File: src/rtl/dqn_pkg.sv
// Shared types and constants for the feed-forward datapath blocks.
package dqn_pkg;

  typedef enum logic [1:0] {
    IDLE    = 2'd0,
    COLLECT = 2'd1,
    STREAM  = 2'd2
  } collector_state_t;

  localparam logic [31:0] FP_ZERO = 32'h0000_0000;

endpackage

File: src/rtl/fp_relu.sv
// Combinational fp ReLU: any word with the sign bit set (incl. -0.0, -NaN) becomes +0.0.
module fp_relu
  import dqn_pkg::*;
#(
  parameter int DATA_WIDTH = 32
) (
  input  logic [DATA_WIDTH-1:0] din,
  output logic [DATA_WIDTH-1:0] dout
);

  assign dout = din[DATA_WIDTH-1] ? DATA_WIDTH'(FP_ZERO) : din;

endmodule

File: src/rtl/layer_relu_collector.sv
// Gathers one layer's node sums through ReLU, then streams them out in node order.
module layer_relu_collector
  import dqn_pkg::*;
#(
  parameter int DATA_WIDTH     = 32,
  parameter int ADDRESS_WIDTH  = 5,
  parameter int NUMBER_OF_NODE = 32
) (
  input  logic                                 clk,
  input  logic                                 rst,
  input  logic                                 i_start,
  input  logic [NUMBER_OF_NODE-1:0]            i_valid,
  input  logic [NUMBER_OF_NODE*DATA_WIDTH-1:0] i_data,
  output logic [DATA_WIDTH-1:0]                o_data,
  output logic [ADDRESS_WIDTH-1:0]             o_addr,
  output logic                                 o_valid,
  input  logic                                 i_ready,
  output logic                                 o_last,
  output logic                                 o_done
);

  localparam logic [ADDRESS_WIDTH-1:0] LAST_ADDR = ADDRESS_WIDTH'(NUMBER_OF_NODE - 1);

  collector_state_t                                state_q;
  logic [NUMBER_OF_NODE-1:0]                       mask_q;
  logic [NUMBER_OF_NODE-1:0][DATA_WIDTH-1:0]       relu_d;
  logic [NUMBER_OF_NODE-1:0][DATA_WIDTH-1:0]       buf_q;

  for (genvar k = 0; k < NUMBER_OF_NODE; k++) begin : g_lane
    fp_relu #(.DATA_WIDTH(DATA_WIDTH)) u_relu (
      .din  (i_data[k*DATA_WIDTH +: DATA_WIDTH]),
      .dout (relu_d[k])
    );
  end

  always_ff @(posedge clk) begin
    if (rst) begin
      state_q <= IDLE;
      mask_q  <= '0;
      buf_q   <= '0;
      o_addr  <= '0;
      o_valid <= 1'b0;
      o_done  <= 1'b0;
    end else begin
      o_done <= 1'b0;
      // Start (or abort) takes priority over any strobes in the same cycle.
      if (i_start) begin
        state_q <= COLLECT;
        mask_q  <= '0;
        buf_q   <= '0;
        o_addr  <= '0;
        o_valid <= 1'b0;
      end else begin
        unique case (state_q)
          IDLE: ;
          COLLECT: begin
            for (int k = 0; k < NUMBER_OF_NODE; k++) begin
              if (i_valid[k] && !mask_q[k]) begin
                buf_q[k]  <= relu_d[k];
                mask_q[k] <= 1'b1;
              end
            end
            // Registered mask check gives one cycle from the final capture to o_valid.
            if (&mask_q) begin
              state_q <= STREAM;
              o_addr  <= '0;
              o_valid <= 1'b1;
            end
          end
          STREAM: begin
            if (i_ready) begin
              if (o_addr == LAST_ADDR) begin
                state_q <= IDLE;
                o_addr  <= '0;
                o_valid <= 1'b0;
                o_done  <= 1'b1;
              end else begin
                o_addr <= o_addr + ADDRESS_WIDTH'(1);
              end
            end
          end
          default: state_q <= IDLE;
        endcase
      end
    end
  end

  assign o_data = o_valid ? buf_q[o_addr] : '0;
  assign o_last = o_valid && (o_addr == LAST_ADDR);

endmodule

File: config.mk
export PLATFORM = sky130hd
export DESIGN_NAME = layer_relu_collector
export DESIGN_NICKNAME = d
export VERILOG_FILES = /design/src/rtl/dqn_pkg.sv /design/src/rtl/fp_relu.sv /design/src/rtl/layer_relu_collector.sv
export SDC_FILE = /design/constraint.sdc
export NUM_CORES = 2
export LEC_CHECK = 0
export ABC_CLOCK_PERIOD_IN_PS = 3200
export CORE_AREA = 2 2 429 431
export DETAILED_ROUTE_END_ITERATION = 10
export DIE_AREA = 0 0 431 433
export PLACE_DENSITY = 0.5
export SLEW_MARGIN = 10
export SYNTH_ARGS = -nofsm -noshare
export SYNTH_HDL_FRONTEND = slang
export SYNTH_SLANG_ARGS = --single-unit
File: constraint.sdc
create_clock -name clk -period 3.2 [get_ports clk]
set_clock_uncertainty 0.1 [all_clocks]
set_input_delay 0.8 -clock clk [delete_from_list [all_inputs] [get_ports clk]]
set_output_delay 0.8 -clock clk [all_outputs]
set_load 0.02 [all_outputs]
==> flow_metrics.env <==
export IMPL_tightest_slew_ns=0.9434
export IMPL_grt_pass1_wl_mm=368.5
export IMPL_hold_violations=0
export IMPL_yosysMostFrequentCell="a21oi_1"
export IMPL_highest_layer="met5"
export IMPL_crit_required_ns=2.30
export IMPL_ys_top_cells_by_area="dfxtp_1, nand3b_1, mux4_2"
export IMPL_wl_met2_mm=143.8
export IMPL_synth_top_area_share_pct=43.86
export IMPL_violations="setup timing"
export IMPL_setup_tns_final_ns=-29.70
export IMPL_final_nets=7122
export IMPL_hp_class="reg -> reg"
export IMPL_routed_wl_met3_mm=13.82
export IMPL_wl_per_cell_um=32.22
export IMPL_io_pins=1100
export IMPL_via_per_inst=5.274
export IMPL_syn_cell_area_um2=47150
export IMPL_postSynthCellCount=5159
export IMPL_clkSinkCount=1033
export IMPL_htree_levels=3
export IMPL_relSlewSlack_pct=37.11
export IMPL_drive_above_1_share_pct=13.78
export IMPL_track_usage_pct=28.49
export IMPL_num_vias=45410
export IMPL_grt_overflow_total=0
export IMPL_met1_length_mm=97.91
export IMPL_synth_largest_area_cell="dfxtp_1"
export IMPL_root_buffer="clkbuf_16"
export IMPL_cp_start_kind="flop"
export IMPL_grt_pass1_vias=45580
export IMPL_synth_seq_cells=1033
export IMPL_arrival_ns=3.32
export IMPL_path_max_fanout=6
export IMPL_numCtsBuffers=115
export IMPL_avgSynthCellArea_um2=9.140
export IMPL_setup_viol=32
export IMPL_ys_async_sr_fraction_pct=0
export IMPL_grt_max_degree=134
export IMPL_critPathKind="reg -> out"
export IMPL_insertion_delay_ns=0.77
export IMPL_ant_nets=0
export IMPL_status="complete, but fails checks"
export IMPL_die_area_um2=186600
export IMPL_syn_num_nets=6221
export IMPL_ys_flop_type="dfxtp_1"
export IMPL_firstDrtPassIters=6
export IMPL_layout_setup_ws_ns=-1.022
export IMPL_seq_area_frac_synth_pct=43.86
export IMPL_period_needed_ns=4.222
export IMPL_p_leak_nw=20.26
export IMPL_chipWidth_um=431
export IMPL_initialDrtViolationCount=4168
export IMPL_r2r_slack_ns=0.61
export IMPL_timing_final_crit_share_pct=131.9
export IMPL_hpwlAfterDp_mm=222.9
export IMPL_p_total_mw=30.80
export IMPL_maxCapViolCount=0
export IMPL_yosys_warnings=0
export IMPL_drt_total_wl_mm=277.4
export IMPL_antenna_found_initial=88
export IMPL_crit_path_end_kind="output pin"
export IMPL_final_fill_count=18570
export IMPL_coreArea_um2=182100
export IMPL_grt_setup_unrepaired="yes"
export IMPL_core_rowCount=157
export IMPL_route_detailed_drc=0
export IMPL_synth_edff_count=0
export IMPL_vdd_drop_max_uv=377.5
export IMPL_die_height_um=433
export IMPL_ys_top_cells_by_count="a21oi_1, dfxtp_1, nand2_1"
export IMPL_initial_core_util_pct=25.89
export IMPL_drv_slew=0
export IMPL_max_freq_mhz=236.9
export IMPL_clk_pin_slew_ns=0.06
export IMPL_clk_path_buf_depth=3
export IMPL_place_congestion=0.9770
export IMPL_ys_types=31
export IMPL_areaGrowthSynthToFinish_pct=40.26
export IMPL_cts_tree="done"
export IMPL_port_buffers=1098
export IMPL_power_density_nw_per_um2=465.8
logic make-up (layout without fill, tap and decap cells):
| kind of cell | Yosys count | after routing | synth area share (%) |
|---|---|---|---|
| flops | 1033 | 1033 | 43.86 |
| fa+ha+maj | 2 | 2 | 0.05306 |
| other cells | 1 | 70 | 0.007953 |
| compound gates | 1161 | 1161 | 12.84 |
| simple gates | 2151 | 2151 | 25.34 |
| mux | 279 | 279 | 13.33 |
| buf+inv | 532 | 1529 | 4.577 |
through the flow:
step	area (µm²)	setup WS (ns)	hold slack [ns]	std cells	utilization [%]
6_report	66140	-1.022	0.3484	8610	36.32
5_1_grt	66100	-1.097	0.3672	8595	36.30
4_1_cts	65820	-1.094	0.3482	8533	36.15
3_5_place_dp	61140	-0.5892	0.3416	8302	33.57
3_3_place_gp	61140	-0.5928	0.3353	8302	33.57
2_1_floorplan	47150	0.07681	0.3287	5159	-
layer usage:
layer  GRT usage, %  vias up
met4          20.76       14
met1          30.42    22650
li1               -    20200
met3          3.696      591
met2          51.52     1961
met5              0        -
final timing paths:
check / depth (start not counted) / startpoint / end
min reg2reg: 2 / buf_q[440] / buf_q[440]
max reg2reg: 5 / mask_q[3] / o_addr[0]
max: 9 / o_addr[0] / o_data[22]
min: 2 / buf_q[440] / buf_q[440]
sequential cells by signal (all words and copies together) (netlist names):
name,cells
o_valid,1
o_addr,5
mask_q,32
o_done,1
state_q,2
buf_q,992
critical path, cell delays in order, from the launching register on:
cell and delay [ns]:
dfxtp_4 0.40, buf_12 0.15, buf_12 0.15, buf_6 0.11, mux4_2 0.57, mux4_2 0.59
o221ai_2 0.21, buf_4 0.16, a21oi_4 0.05, buf_6 0.16
what timing repair did:
action                     4_1_cts  5_1_grt
cloned                           5        0
setup buffers                   15        8
gates resized for setup        111       22
hold buffers                     0        0
setup endpoints to repair       32       33
pin swaps                        7        8
layout make-up:
type,instances,area [µm²],share of cell area [%]
tap,2385,2984,4.512
clock buffer,165,3367,5.091
antenna,69,172.7,0.2611
sequential,1033,20690,31.29
multi-input combinational,3594,24730,37.40
inverter,1,3.754,0.005676
clock inverter,48,675.6,1.022
timing repair buffer,1315,13510,20.42
report_power, final:
part	total, mW	switching, mW	internal [mW]	leakage, nW
clock network	14.3	5.94	8.37	1.99
registers	13.1	0.120	13.0	8.34
logic	3.38	1.70	1.68	9.94
total	30.8	7.76	23.0	20.3
layout by cell type, fill, tap and decap left out, types with 3 or more instances in the layout:
cell             synthesis  routed
clkdlybuf4s50_1          0    1065
a21oi_1               1060    1044
nand2_1               1028    1028
dfxtp_1               1033    1027
nand3b_1               994     994
mux4_2                 279     279
buf_4                   10     162
clkbuf_16                0     116
diode_2                  0      69
buf_12                   5      55
nor2_1                  69      37
or2_2                   34      33
nor2_2                   0      32
o22a_1                  31      31
clkbuf_8                 0      28
o21ai_0                 36      25
o221ai_2                 0      23
clkbuf_1               488      21
clkinv_2                 0      20
bufinv_16                0      13
buf_6                    2      13
a21oi_2                  0      11
buf_16                   0       9
o21ai_2                  0       8
nand4_1                  8       8
buf_8                    0       8
o221ai_1                31       6
nand3_1                  6       6
a21oi_4                  0       5
clkinvlp_4               0       4
dfxtp_2                  0       4
o21ai_1                  0       3
nor4_1                   3       3
inv_6                    0       3
clkinv_4                 0       3
buf_2                   22       3
Note: power is estimated with default switching activity, not from simulation.
